`src/rtl/seg7_scan_driver.sv`:
```
`timescale 1ns/1ps
// seg7_scan_driver
// Time-multiplexed driver for an N-digit common-anode 7-segment display.
// Frames are loaded into a pending buffer and promoted to the displayed
// (active) buffer only on a frame boundary, so a scan never mixes two frames.
// Each digit slot starts with a short all-anodes-off window to hide ghosting
// while the cathodes switch over to the next digit.
module seg7_scan_driver #(
    parameter int NUM_DIGITS  = 4,
    parameter int REFRESH_DIV = 100000,
    parameter int BLANK_CYC   = 100
) (
    input  logic                    clk,
    input  logic                    reset,
    input  logic                    load,
    input  logic [4*NUM_DIGITS-1:0] digits,
    input  logic [NUM_DIGITS-1:0]   dp_en,
    input  logic                    blank_lz,
    output logic [NUM_DIGITS-1:0]   anode,
    output logic [7:0]              cathode,
    output logic                    frame_tick,
    output logic                    update_pend
);

    localparam int CW = $clog2(REFRESH_DIV);
    localparam int IW = (NUM_DIGITS > 2) ? $clog2(NUM_DIGITS) : 1;

    localparam logic [CW-1:0] LAST_CNT  = CW'(REFRESH_DIV - 1);
    localparam logic [CW-1:0] BLANK_END = CW'(BLANK_CYC);
    localparam logic [IW-1:0] LAST_IDX  = IW'(NUM_DIGITS - 1);

    logic [CW-1:0]           slot_cnt;
    logic [CW-1:0]           slot_next;
    logic [IW-1:0]           idx;
    logic [IW-1:0]           idx_next;
    logic                    slot_end;
    logic                    frame_end;

    logic [4*NUM_DIGITS-1:0] active_digits;
    logic [NUM_DIGITS-1:0]   active_dp;
    logic [4*NUM_DIGITS-1:0] pend_digits;
    logic [NUM_DIGITS-1:0]   pend_dp;

    logic [NUM_DIGITS-1:0]   lz_blank;
    logic                    upper_clear;
    logic [3:0]              sel_nib;
    logic [7:0]              seg_next;
    logic [NUM_DIGITS-1:0]   anode_next;

    // BCD to active-low {a..g,dp}; 0xA is the dp-only pattern, 0xB..0xF blank
    function automatic logic [7:0] decode(input logic [3:0] nib);
        logic [7:0] seg;
        case (nib)
            4'h0:    seg = 8'h03;
            4'h1:    seg = 8'h9F;
            4'h2:    seg = 8'h25;
            4'h3:    seg = 8'h0D;
            4'h4:    seg = 8'h99;
            4'h5:    seg = 8'h49;
            4'h6:    seg = 8'h41;
            4'h7:    seg = 8'h1F;
            4'h8:    seg = 8'h01;
            4'h9:    seg = 8'h09;
            4'hA:    seg = 8'hFE;
            default: seg = 8'hFF;
        endcase
        return seg;
    endfunction

    // Next slot position: counter wraps each slot, digit index wraps each frame
    always_comb begin
        slot_end  = (slot_cnt == LAST_CNT);
        frame_end = slot_end && (idx == LAST_IDX);
        slot_next = slot_end ? '0 : slot_cnt + CW'(1);
        idx_next  = idx;
        if (slot_end) begin
            idx_next = (idx == LAST_IDX) ? '0 : idx + IW'(1);
        end
    end

    // Slot counter and digit index registers
    always_ff @(posedge clk or posedge reset) begin
        if (reset) begin
            slot_cnt <= '0;
            idx      <= '0;
        end else begin
            slot_cnt <= slot_next;
            idx      <= idx_next;
        end
    end

    // Double buffer: loads land in pending and are promoted on the frame
    // boundary; a load on the boundary itself goes straight to active
    always_ff @(posedge clk or posedge reset) begin
        if (reset) begin
            active_digits <= '1;
            active_dp     <= '0;
            pend_digits   <= '0;
            pend_dp       <= '0;
            update_pend   <= 1'b0;
        end else if (load && frame_end) begin
            active_digits <= digits;
            active_dp     <= dp_en;
            pend_digits   <= digits;
            pend_dp       <= dp_en;
            update_pend   <= 1'b0;
        end else if (frame_end) begin
            if (update_pend) begin
                active_digits <= pend_digits;
                active_dp     <= pend_dp;
            end
            update_pend <= 1'b0;
        end else if (load) begin
            pend_digits <= digits;
            pend_dp     <= dp_en;
            update_pend <= 1'b1;
        end
    end

    // Leading-zero map: a digit blanks when it and everything above it are
    // zero and no digit above it shows a dp; the rightmost digit never blanks
    always_comb begin
        lz_blank    = '0;
        upper_clear = 1'b1;
        for (int i = NUM_DIGITS - 1; i >= 0; i--) begin
            if (i != 0) begin
                lz_blank[i] = upper_clear && (active_digits[4*i +: 4] == 4'h0);
            end
            upper_clear = upper_clear && (active_digits[4*i +: 4] == 4'h0) && !active_dp[i];
        end
    end

    // Segment pattern for the digit currently selected, with dp overlay
    always_comb begin
        sel_nib  = active_digits[4*idx +: 4];
        seg_next = decode(sel_nib);
        if (blank_lz && lz_blank[idx]) begin
            seg_next = 8'hFF;
        end
        if (active_dp[idx]) begin
            seg_next[0] = 1'b0;
        end
    end

    // Anode follows the slot position being entered so it lines up with the counter
    always_comb begin
        anode_next = '1;
        if (slot_next >= BLANK_END) begin
            anode_next[idx_next] = 1'b0;
        end
    end

    // Registered pin drivers and frame-wrap pulse
    always_ff @(posedge clk or posedge reset) begin
        if (reset) begin
            anode      <= '1;
            cathode    <= 8'hFF;
            frame_tick <= 1'b0;
        end else begin
            anode      <= anode_next;
            cathode    <= seg_next;
            frame_tick <= frame_end;
        end
    end

endmodule

```
`config.mk`:
```
export PLATFORM = sky130hd
export DESIGN_NAME = seg7_scan_driver
export DESIGN_NICKNAME = d
export VERILOG_FILES = /design/src/rtl/seg7_scan_driver.sv
export SDC_FILE = /design/constraint.sdc
export NUM_CORES = 1
export LEC_CHECK = 0
export ABC_AREA = 1
export CAP_MARGIN = 10
export CORE_MARGIN = 10
export CORE_UTILIZATION = 55
export CTS_CLUSTER_DIAMETER = 50
export DETAILED_ROUTE_END_ITERATION = 6
export PLACE_DENSITY = 0.78
export SLEW_MARGIN = 15
export SYNTH_ARGS = -nofsm -noshare
export SYNTH_HDL_FRONTEND = slang
export SYNTH_SLANG_ARGS = --single-unit
export TNS_END_PERCENT = 10
```
`constraint.sdc`:
```
create_clock -name clk -period 3.25 [get_ports clk]
set_clock_uncertainty 0.05 [all_clocks]
set_input_delay 0.65 -clock clk [delete_from_list [all_inputs] [get_ports clk]]
set_output_delay 0.65 -clock clk [all_outputs]
set_load 0.02 [all_outputs]
```
### Word level (Yosys, flattened, before mapping)

Memory sizes are Yosys's and may differ from the RTL's.
Cells that the tools add are included.

* $add $sub $neg: 2
* muxes and demuxes: 27
* reduce and logical (&&, ||, !) cells: 19
* bitwise operators: 1
* order comparisons: 4
* equality and inequality tests: 3
* shift-type cells: 1

Operators by type and width (count)
* 16-bit 2-to-1 mux: 6
* 4-bit 2-to-1 mux: 7
* 17-bit by 1-bit adder with 17-bit output (second input constant): 1
* 17-bit == test (second input constant): 1
* 17-bit by 7-bit >= comparator with 1-bit output (second input constant): 1
* 17-bit 2-to-1 mux: 1
* 16-bit by 5-bit variable part select with 4-bit output: 1
* 4-bit logical NOT: 3
* 1-bit logical AND: 8
* 8-bit 2-to-1 mux: 1
* 1-bit 2-to-1 mux: 7
* 2-bit by 3-bit less-than comparator with 1-bit output (second input constant): 2
* 2-bit nonzero test: 3
* 1-bit binary-select mux with 2-bit select: 2
* 2-bit 2-to-1 mux: 2
* 4-bit NOT: 1
* 2-bit AND reduction: 2
* 3-bit nonzero test: 1
* 2-bit by 1-bit adder with 2-bit output (second input constant): 1
* 1-bit demux with 2-bit select: 1
* 2-bit == test (second input constant): 1
* 2-bit by 1-bit >= comparator with 1-bit output (second input constant): 1
* 1-bit logical NOT: 2
* 2-bit by 1-bit != test with 1-bit output (second input constant): 1

* bits in read-only memories: 128
* word-level logic and storage cells: 68
* input port bits: 24
* memories: 1
* bits in registers: 73

Memories
* (no name shown): words 16, bits a word 8, rd ports 1, clocked after memory_dff 0, write ports 0, line 53 `case (nib)`

### Depth between registers and ports, before layout

Gate-level depths: netlist (run 1).

* word-level depth: 10
* gate-level depth with buffers: 13
* mapped depth without buffers: 12

### Least setup slack after synthesis (run 1)

No wires, ideal clock.

* path kind: reg-to-reg
* start point: reg slot_cnt[0]
* end point: reg active_dp[2]
* slack: 1.553 ns
* arrival time: 1.533 ns
* required time: 3.085 ns
* clock period less this slack: 1.697 ns
* stages on the path, launching flop included: 14
* cells stage by stage: dfrtp_1 -> ha_1 -> nand2_1 -> inv_1 -> nand2_2 -> nor2_4 -> nand2_4 -> nor2_8 -> nand2_4 -> clkinv_4 -> buf_8 -> nand3_2 -> o21ai_2 -> inv_2

* word-level cells in the longest chain between the ends: 5
* elaborated cells on any way between the ends: 7
* classes of those cells: 1 x eq/ne; 1 x mux; 5 x reduce/logical

Ends and longest elaborated chain
* start: declaration: line 32 `logic [CW-1:0] slot_cnt;`
* start signal: assignment: line 87 `slot_cnt <= slot_next;`
* 17-bit == test *: line 72 `slot_end = (slot_cnt == LAST_CNT);`
* 1-bit logical AND *: line 73 `frame_end = slot_end && (idx == LAST_IDX);`
* via frame_end: line 37 `logic frame_end;`
* 1-bit logical AND: line 101 `end else if (load && frame_end) begin`
* 2-bit nonzero test (no line)
* 2-bit AND reduction (no line)
* end signal: assignment: line 103 `active_dp <= dp_en;`
* end signal: assignment: line 110 `active_dp <= pend_dp;`
* end: declaration: line 40 `logic [NUM_DIGITS-1:0] active_dp;`

The timed path passes the listed nets; every way through them passes the cells marked *.
A chain may end at the register's enable or synchronous reset.

### Final worst setup path (run 1)

* start point: reg cathode[5]
* end point: out cathode[5]

RTL lines
* start: declaration: line 20 `output logic [7:0] cathode,`
* start signal: assignment: line 161 `cathode <= seg_next;`

No word-level cell between the ends.

==> impl_metrics.py, run 1 <==
metrics = {
    "run_status": {
        "status": "finished clean",
    },
    "clock_tree": {
        "cts_resized": 0,
        "cts_tree": "yes",
        "cts_setup_buffers": 0,
        "worstSkewPairLatency_ns": 0.36,
        "clk_transition_reported_paths_ns": 0.09,
        "cts_buffers": 9,
        "cts.htree.levels": 3,
        "clock-sinks": 73,
        "clockBufferDepth": 2,
        "root_buffer": "clkbuf_8",
        "holdBufCountCts": 0,
    },
    "sta": {
        "fin_crit_sh_pct": 67.2,
        "setup_viol": 0,
        "max-slew-margin-rel_pct": 55.8,
        "fin_setup_tns_ns": 0,
        "fmax_mhz": 458,
        "drv_slew": 0,
        "holdWs_ns": 0.427,
        "rsz0062_at_grt": "no",
        "finalCriticalPeriod_ns": 2.18,
        "tightest_slew_ns": 0.662,
        "hold_viol": 0,
    },
    "cells_and_area": {
        "layout-drive-gt1-share_pct": 13.2,
        "multi_input_area_sq_um": 1480,
        "n_antenna_cell": 0,
        "mostFrequentLayoutCells": "nand2_1 (149), inv_1 (73), nor2_1 (50)",
        "layout.nets": 544,
        "syn_to_final_growth_pct": 18.2,
        "n_fill_cell": 528,
        "mostFrequentLayoutCell": "nand2_1",
        "regArea_sq_um": 1860,
    },
    "worst_setup_path": {
        "cpPeakStageDelay_ns": 0.60,
        "crit_fanout": 1,
        "cp-end-kind": "output pin",
        "crit_type": "reg -> out",
        "ff2ff_setup_slack_ns": 1.22,
        "worst_ep_required_time_ns": 2.55,
        "worstPathCellList": "clkdlybuf4s50_1",
        "path_buf_inv": 1,
        "reg2reg_depth": 10,
        "cp_slowest_cell": "clkdlybuf4s50_1",
        "arrival_ns": 1.48,
        "crit_family": "buffers and inverters",
        "reg2reg_from": "idx[0]$_DFF_PP0_",
        "r2r_end": "cathode[7]$_DFF_PP1_",
        "cp-startpoint": "cathode[5]$_DFF_PP1_",
        "startpoint_type": "flop",
    },
    "power": {
        "irDropWorstVdd_v": 0.000276,
        "power_density_nw_per_um2": 418,
        "p_leak_nw": 2.26,
        "p_total_mw": 1.82,
    },
    "routing": {
        "vias": 3000,
        "first_pass_iters": 4,
        "drcViolationCount": 0,
        "wl_per_cell_um": 12.9,
        "viasPerCell": 5.05,
        "ant_nets": 0,
        "wl_mm": 7.69,
        "dr.first_iter.drc_count": 218,
    },
    "place": {
        "gp_congestion": 0.932,
        "portBuffers": 37,
        "hpwl_mm": 5.73,
    },
    "min_path": {
        "hp-class": "reg -> reg",
        "hp-start": "pend_dp[1]$_DFFE_PP0P_",
        "hold_end": "pend_dp[1]$_DFFE_PP0P_",
        "worst_hold_path.num_cells": 2,
    },
    "global_routing": {
        "grt_pass1_wl_mm": 13.0,
        "grt_antenna_before_repair": 0,
        "overflow": 0,
        "grt_pass1_vias": 2896,
        "grt.total_usage_pct": 15.6,
        "grt_max_degree": 44,
    },
    "yosys": {
        "synth_seq_area_share_pct": 50.5,
        "syn-mean-instance-area_sq_um": 7.85,
        "synth.distinct_cells": 32,
        "ys_seq_elements": 73,
        "syn-num-nets": 502,
        "synthCells": 470,
        "ys_warn_count": 0,
        "netlist_area_sq_um": 3690,
    },
    "floorplanning": {
        "die_height_um": 102,
        "die_x_um": 102,
        "rows": 29,
        "core_sq_um": 6420,
        "io_pins": 38,
        "dieArea_sq_um": 10400,
        "initial_utilization_pct": 57.5,
    },
    "run": {
        "drv_cap": 0,
    },
}
layer usage:
layer / track usage, % / share of wire, % / vias up
li1: - / - / 1534
met1: 21.0 / 49 / 1378
met2: 23.3 / 43 / 78
met3: 4.18 / 6.1 / 10
met4: 6.94 / 1.7 / 0
met5: 0 / 0 / -
logic make-up (layout without fill, tap and decap cells):
logic type      count (synthesis)  after routing  share of synthesized area, %
flops                          73             73                          50.5
fa+ha+maj                       8              8                          2.71
compound gates                 48             48                          7.97
simple gates                  253            253                          29.1
buf+inv                        87            134                          9.53
xor+xnor                        1              1                         0.237
cell usage after synthesis:
library cell | count | share of area (%)
o21ai_2 | 5 | 1.2
nand3_2 | 2 | 0.54
buf_8 | 1 | 0.41
inv_2 | 4 | 0.41
o21bai_1 | 1 | 0.20
o41ai_1 | 1 | 0.24
buf_6 | 1 | 0.31
buf_2 | 1 | 0.14
nor2_2 | 2 | 0.34
a21oi_1 | 7 | 0.95
dfrtp_1 | 45 | 31
dfstp_2 | 28 | 20
xor2_1 | 1 | 0.24
nor2_1 | 50 | 5.1
nor2_4 | 1 | 0.31
o22ai_2 | 1 | 0.34
o211ai_1 | 7 | 1.4
nand2_4 | 2 | 0.61
o21ai_1 | 6 | 0.81
clkbuf_1 | 5 | 0.51
nand2_1 | 149 | 15
clkinv_4 | 1 | 0.24
nor3_1 | 3 | 0.41
nor2_8 | 1 | 0.54
ha_1 | 8 | 2.7
inv_1 | 74 | 7.5
o21ai_0 | 19 | 2.6
a22o_1 | 1 | 0.24
nand4_1 | 5 | 0.85
and2_1 | 1 | 0.17
nand3_1 | 35 | 4.7
nand2_2 | 2 | 0.34
worst max path at each step:
stage | to | slack, ns | cells past startpoint
4_1_cts | cathode[5] | 1.05 | 1
5_1_grt | cathode[7]$_DFF_PP1_ | 0.99 | 10
3_3_place_gp | active_digits[1]$_DFFE_PP1P_ | 1.11 | 5
2_1_floorplan | active_dp[0]$_DFFE_PP0P_ | 0.74 | 1
3_5_place_dp | active_digits[12]$_DFFE_PP1P_ | 1.03 | 6
6_report | cathode[5] | 1.07 | 1
state kept, by name (all words and copies together) (netlist names):
name           count
frame_tick         1
anode              4
update_pend        1
idx                2
slot_cnt          17
pend_digits       16
cathode            8
pend_dp            4
active_digits     16
active_dp          4
through the flow:
| stage | cell area (sq um) | worst slack (ns) | std cells | utilization, % |
|---|---|---|---|---|
| after detailed placement | 4130 | 1.03 | 578 | 64.4 |
| after global routing | 4360 | 0.991 | 594 | 67.9 |
| after global placement | 4130 | 1.11 | 578 | 64.4 |
| after CTS | 4360 | 1.05 | 594 | 67.9 |
| final | 4360 | 1.07 | 594 | 67.9 |
| after floorplan | 3690 | 0.743 | 470 | - |
layout make-up:
cell class / instances / area share, %
clock inverters: 7 / 2.35
inverters: 79 / 6.92
well taps: 77 / 2.21
multi-input cells: 310 / 33.9
flip-flops and latches: 73 / 42.7
repair buffers: 39 / 9.12
clock buffers: 9 / 2.84
power by group:
part	switching, mW	total [mW]	internal, mW
Clock	0.360	0.798	0.438
Combinational	0.0495	0.0876	0.0381
Sequential	0.00648	0.938	0.931
Note: power is estimated with default switching activity, not from simulation.
==> run 2: changes to the inputs <==
- CORE_UTILIZATION: 55 -> 51
- PLACE_DENSITY: 0.78 -> 0.76
- clock period: 3.25 -> 1.9 ns (I/O delays scaled with it)
==> run 2 against run 1 <==
  * Core utilization shrank 2.8 points
  * Sequential power is 72% higher
  * Sequential cell count unchanged
  * Die area grew 6.3%
  * Hold slack worse by 0.049 ns
  * Final area is 3.2% higher
  * Non-clock buffer count up 17
  * Critical path depth rose by 10
  * Critical path type is now reg -> reg
==> impl_metrics.py, run 2 (synthesis gave the netlist of run 1 again) <==
metrics = {
    "run_status": {
        "status": "finished clean",
    },
    "routing": {
        "viasPerCell": 4.89,
        "drcViolationCount": 0,
        "first_pass_iters": 4,
        "wl_per_cell_um": 12.4,
        "dr.first_iter.drc_count": 167,
        "ant_nets": 0,
        "vias": 3078,
        "wl_mm": 7.84,
    },
    "worst_setup_path": {
        "cp-end-kind": "flop",
        "reg2reg_from": "slot_cnt[0]$_DFF_PP0_",
        "startpoint_type": "flop",
        "worst_ep_required_time_ns": 2.14,
        "reg2reg_depth": 11,
        "worstPathCellList": "ha_2 -> nand2_2 -> inv_2 -> nand2_2 -> nor2_4 -> nand2_4 -> nor2_8 -> nand2_8 -> buf_6 -> nor2_1 -> a22o_1",
        "critPathMostFrequentCell": "nand2_2",
        "arrival_ns": 2.04,
        "r2r_end": "active_digits[1]$_DFFE_PP1P_",
        "cpPeakStageDelay_ns": 0.38,
        "ff2ff_setup_slack_ns": 0.10,
        "crit_family": "simple AND/OR/NAND/NOR gates",
        "cp-startpoint": "slot_cnt[0]$_DFF_PP0_",
        "crit_type": "reg -> reg",
        "crit_fanout": 10,
        "cp_slowest_cell": "dfrtp_1",
        "path_buf_inv": 2,
    },
    "sta": {
        "fin_crit_sh_pct": 94.5,
        "hold_viol": 0,
        "max-slew-margin-rel_pct": 72.4,
        "rsz0062_at_grt": "yes",
        "drv_slew": 0,
        "fmax_mhz": 557,
        "finalCriticalPeriod_ns": 1.80,
        "setup_viol": 0,
        "tightest_slew_ns": 0.414,
    },
    "clock_tree": {
        "cts.htree.levels": 3,
        "cts_buffers": 9,
        "cts_tree": "yes",
        "root_buffer": "clkbuf_8",
        "clk_transition_reported_paths_ns": 0.07,
        "worstSkewPairLatency_ns": 0.35,
        "clockBufferDepth": 2,
        "clock-sinks": 73,
    },
    "place": {
        "placed_cell_area_sq_um": 4250,
        "portBuffers": 37,
        "hpwl_mm": 5.86,
        "gp_congestion": 0.910,
    },
    "cells_and_area": {
        "regArea_sq_um": 1860,
        "largest_reg_flops": 17,
        "regMostFlops": "slot_cnt",
        "n_fill_cell": 614,
        "mostFrequentLayoutCell": "nand2_1",
        "n_antenna_cell": 0,
        "top_regs": "slot_cnt (17), active_digits (16), pend_digits (16)",
        "design_area_sq_um": 4500,
        "syn_to_final_growth_pct": 21.9,
        "layout.nets": 561,
        "mostFrequentLayoutCells": "nand2_1 (148), inv_1 (72), nor2_1 (46)",
        "multi_input_area_sq_um": 1510,
        "layout-drive-gt1-share_pct": 18.0,
    },
    "floorplanning": {
        "dieArea_sq_um": 11000,
        "die_height_um": 105,
        "io_pins": 38,
        "core_sq_um": 6910,
        "rows": 30,
        "initial_utilization_pct": 53.4,
        "die_x_um": 105,
    },
    "global_routing": {
        "grt_pass1_wl_mm": 13.5,
        "grt_pass1_vias": 3004,
        "grt_antenna_before_repair": 0,
        "grt_max_degree": 40,
        "grt.total_usage_pct": 14.6,
        "overflow": 0,
    },
    "power": {
        "irDropWorstVdd_v": 0.000397,
        "p_leak_nw": 2.31,
        "pwr-share-clk_pct": 38.0,
        "seq_power_share_pct": 56.5,
        "pwr-share-comb_pct": 5.5,
        "p_int_mw": 2.17,
        "p_total_mw": 2.84,
        "power_density_nw_per_um2": 632,
        "p_sw_mw": 0.677,
        "swShare_pct": 23.8,
    },
    "min_path": {
        "hp-class": "in -> async",
    },
    "run": {
        "drv_cap": 0,
    },
}
==> run 2: cell count changes in the layout (fill, tap and decap cells not counted), sizes merged <==
cell | previous run | this run
clkdlybuf4s50 | 37 | 25
clkinvlp | 1 | 4
dlymetal6s2s | 0 | 1
clkinv | 4 | 2
buf | 2 | 19
inv | 79 | 78
clkbuf | 9 | 11
dlygate4sd2 | 0 | 11
bufinv | 2 | 0
==> run 2: area by class of cell <==
class                      count  area share [%]
sequential                    73            41.4
multi-input combinational    310            33.7
timing repair buffer          56            11.5
inverter                      79            6.84
clock buffer                  11            3.14
tap                           96            2.67
clock inverter                 5           0.723
==> run 2: how the worst max path moves through the flow <==
stage	to	slack (ns)	cells after the start
4_1_cts	anode[0]	0.0005	1
6_report	active_digits[1]$_DFFE_PP1P_	0.10	11
3_3_place_gp	active_dp[0]$_DFFE_PP0P_	0.14	12
2_1_floorplan	active_dp[2]$_DFFE_PP0P_	0.20	13
3_5_place_dp	active_dp[0]$_DFFE_PP0P_	0.07	12
5_1_grt	active_digits[1]$_DFFE_PP1P_	-0.05	11
==> run 2: per-layer routing <==
layer | global-route usage (%) | vias to the layer above | share of wire [%]
met5 | 0 | - | 0
met4 | 6.76 | 0 | 2.0
met3 | 2.89 | 14 | 4.8
met2 | 22.0 | 72 | 45
met1 | 19.7 | 1415 | 48
li1 | - | 1577 | -
==> run 2: timing repair <==
action,in CTS,in global routing
gates resized for setup,11,16
pin swaps,0,2
endpoints found under the setup margin,11,30
hold endpoints to repair,0,0
gates cloned,0,0
hold buffers,0,0
buffers inserted,0,5
==> run 2: power groups by stage <==
stage / clock, mW / combinational, mW / sequential, mW
finish: 1.08 / 0.158 / 1.61
global route: 1.18 / 0.181 / 1.61
CTS: 1.11 / 0.161 / 1.61
detailed placement: 0 / 0.160 / 1.63
global placement: 0 / 0.157 / 1.63
floorplan: 0 / 0.0763 / 1.63
==> run 2: worst register-to-register path, stage by stage (launching register included) <==
cell and delay, ns:
dfrtp_1 0.38, ha_2 0.20, nand2_2 0.07, inv_2 0.08
nand2_2 0.07, nor2_4 0.12, nand2_4 0.10, nor2_8 0.19
nand2_8 0.10, buf_6 0.15, nor2_1 0.09, a22o_1 0.13
==> run 2: stage by stage <==
| step | setup TNS, ns | worst slack [ns] | cells | utilization, % | hold slack, ns |
|---|---|---|---|---|---|
| 2_1_floorplan | 0 | 0.203 | 470 | - | 0.387 |
| 3_3_place_gp | 0 | 0.139 | 609 | 61.6 | 0.406 |
| 3_5_place_dp | 0 | 0.0685 | 609 | 61.6 | 0.409 |
| 4_1_cts | 0 | 0.000452 | 625 | 63.9 | 0.382 |
| 5_1_grt | -0.337 | -0.0478 | 630 | 65.1 | 0.395 |
| 6_report | 0 | 0.104 | 630 | 65.1 | 0.378 |
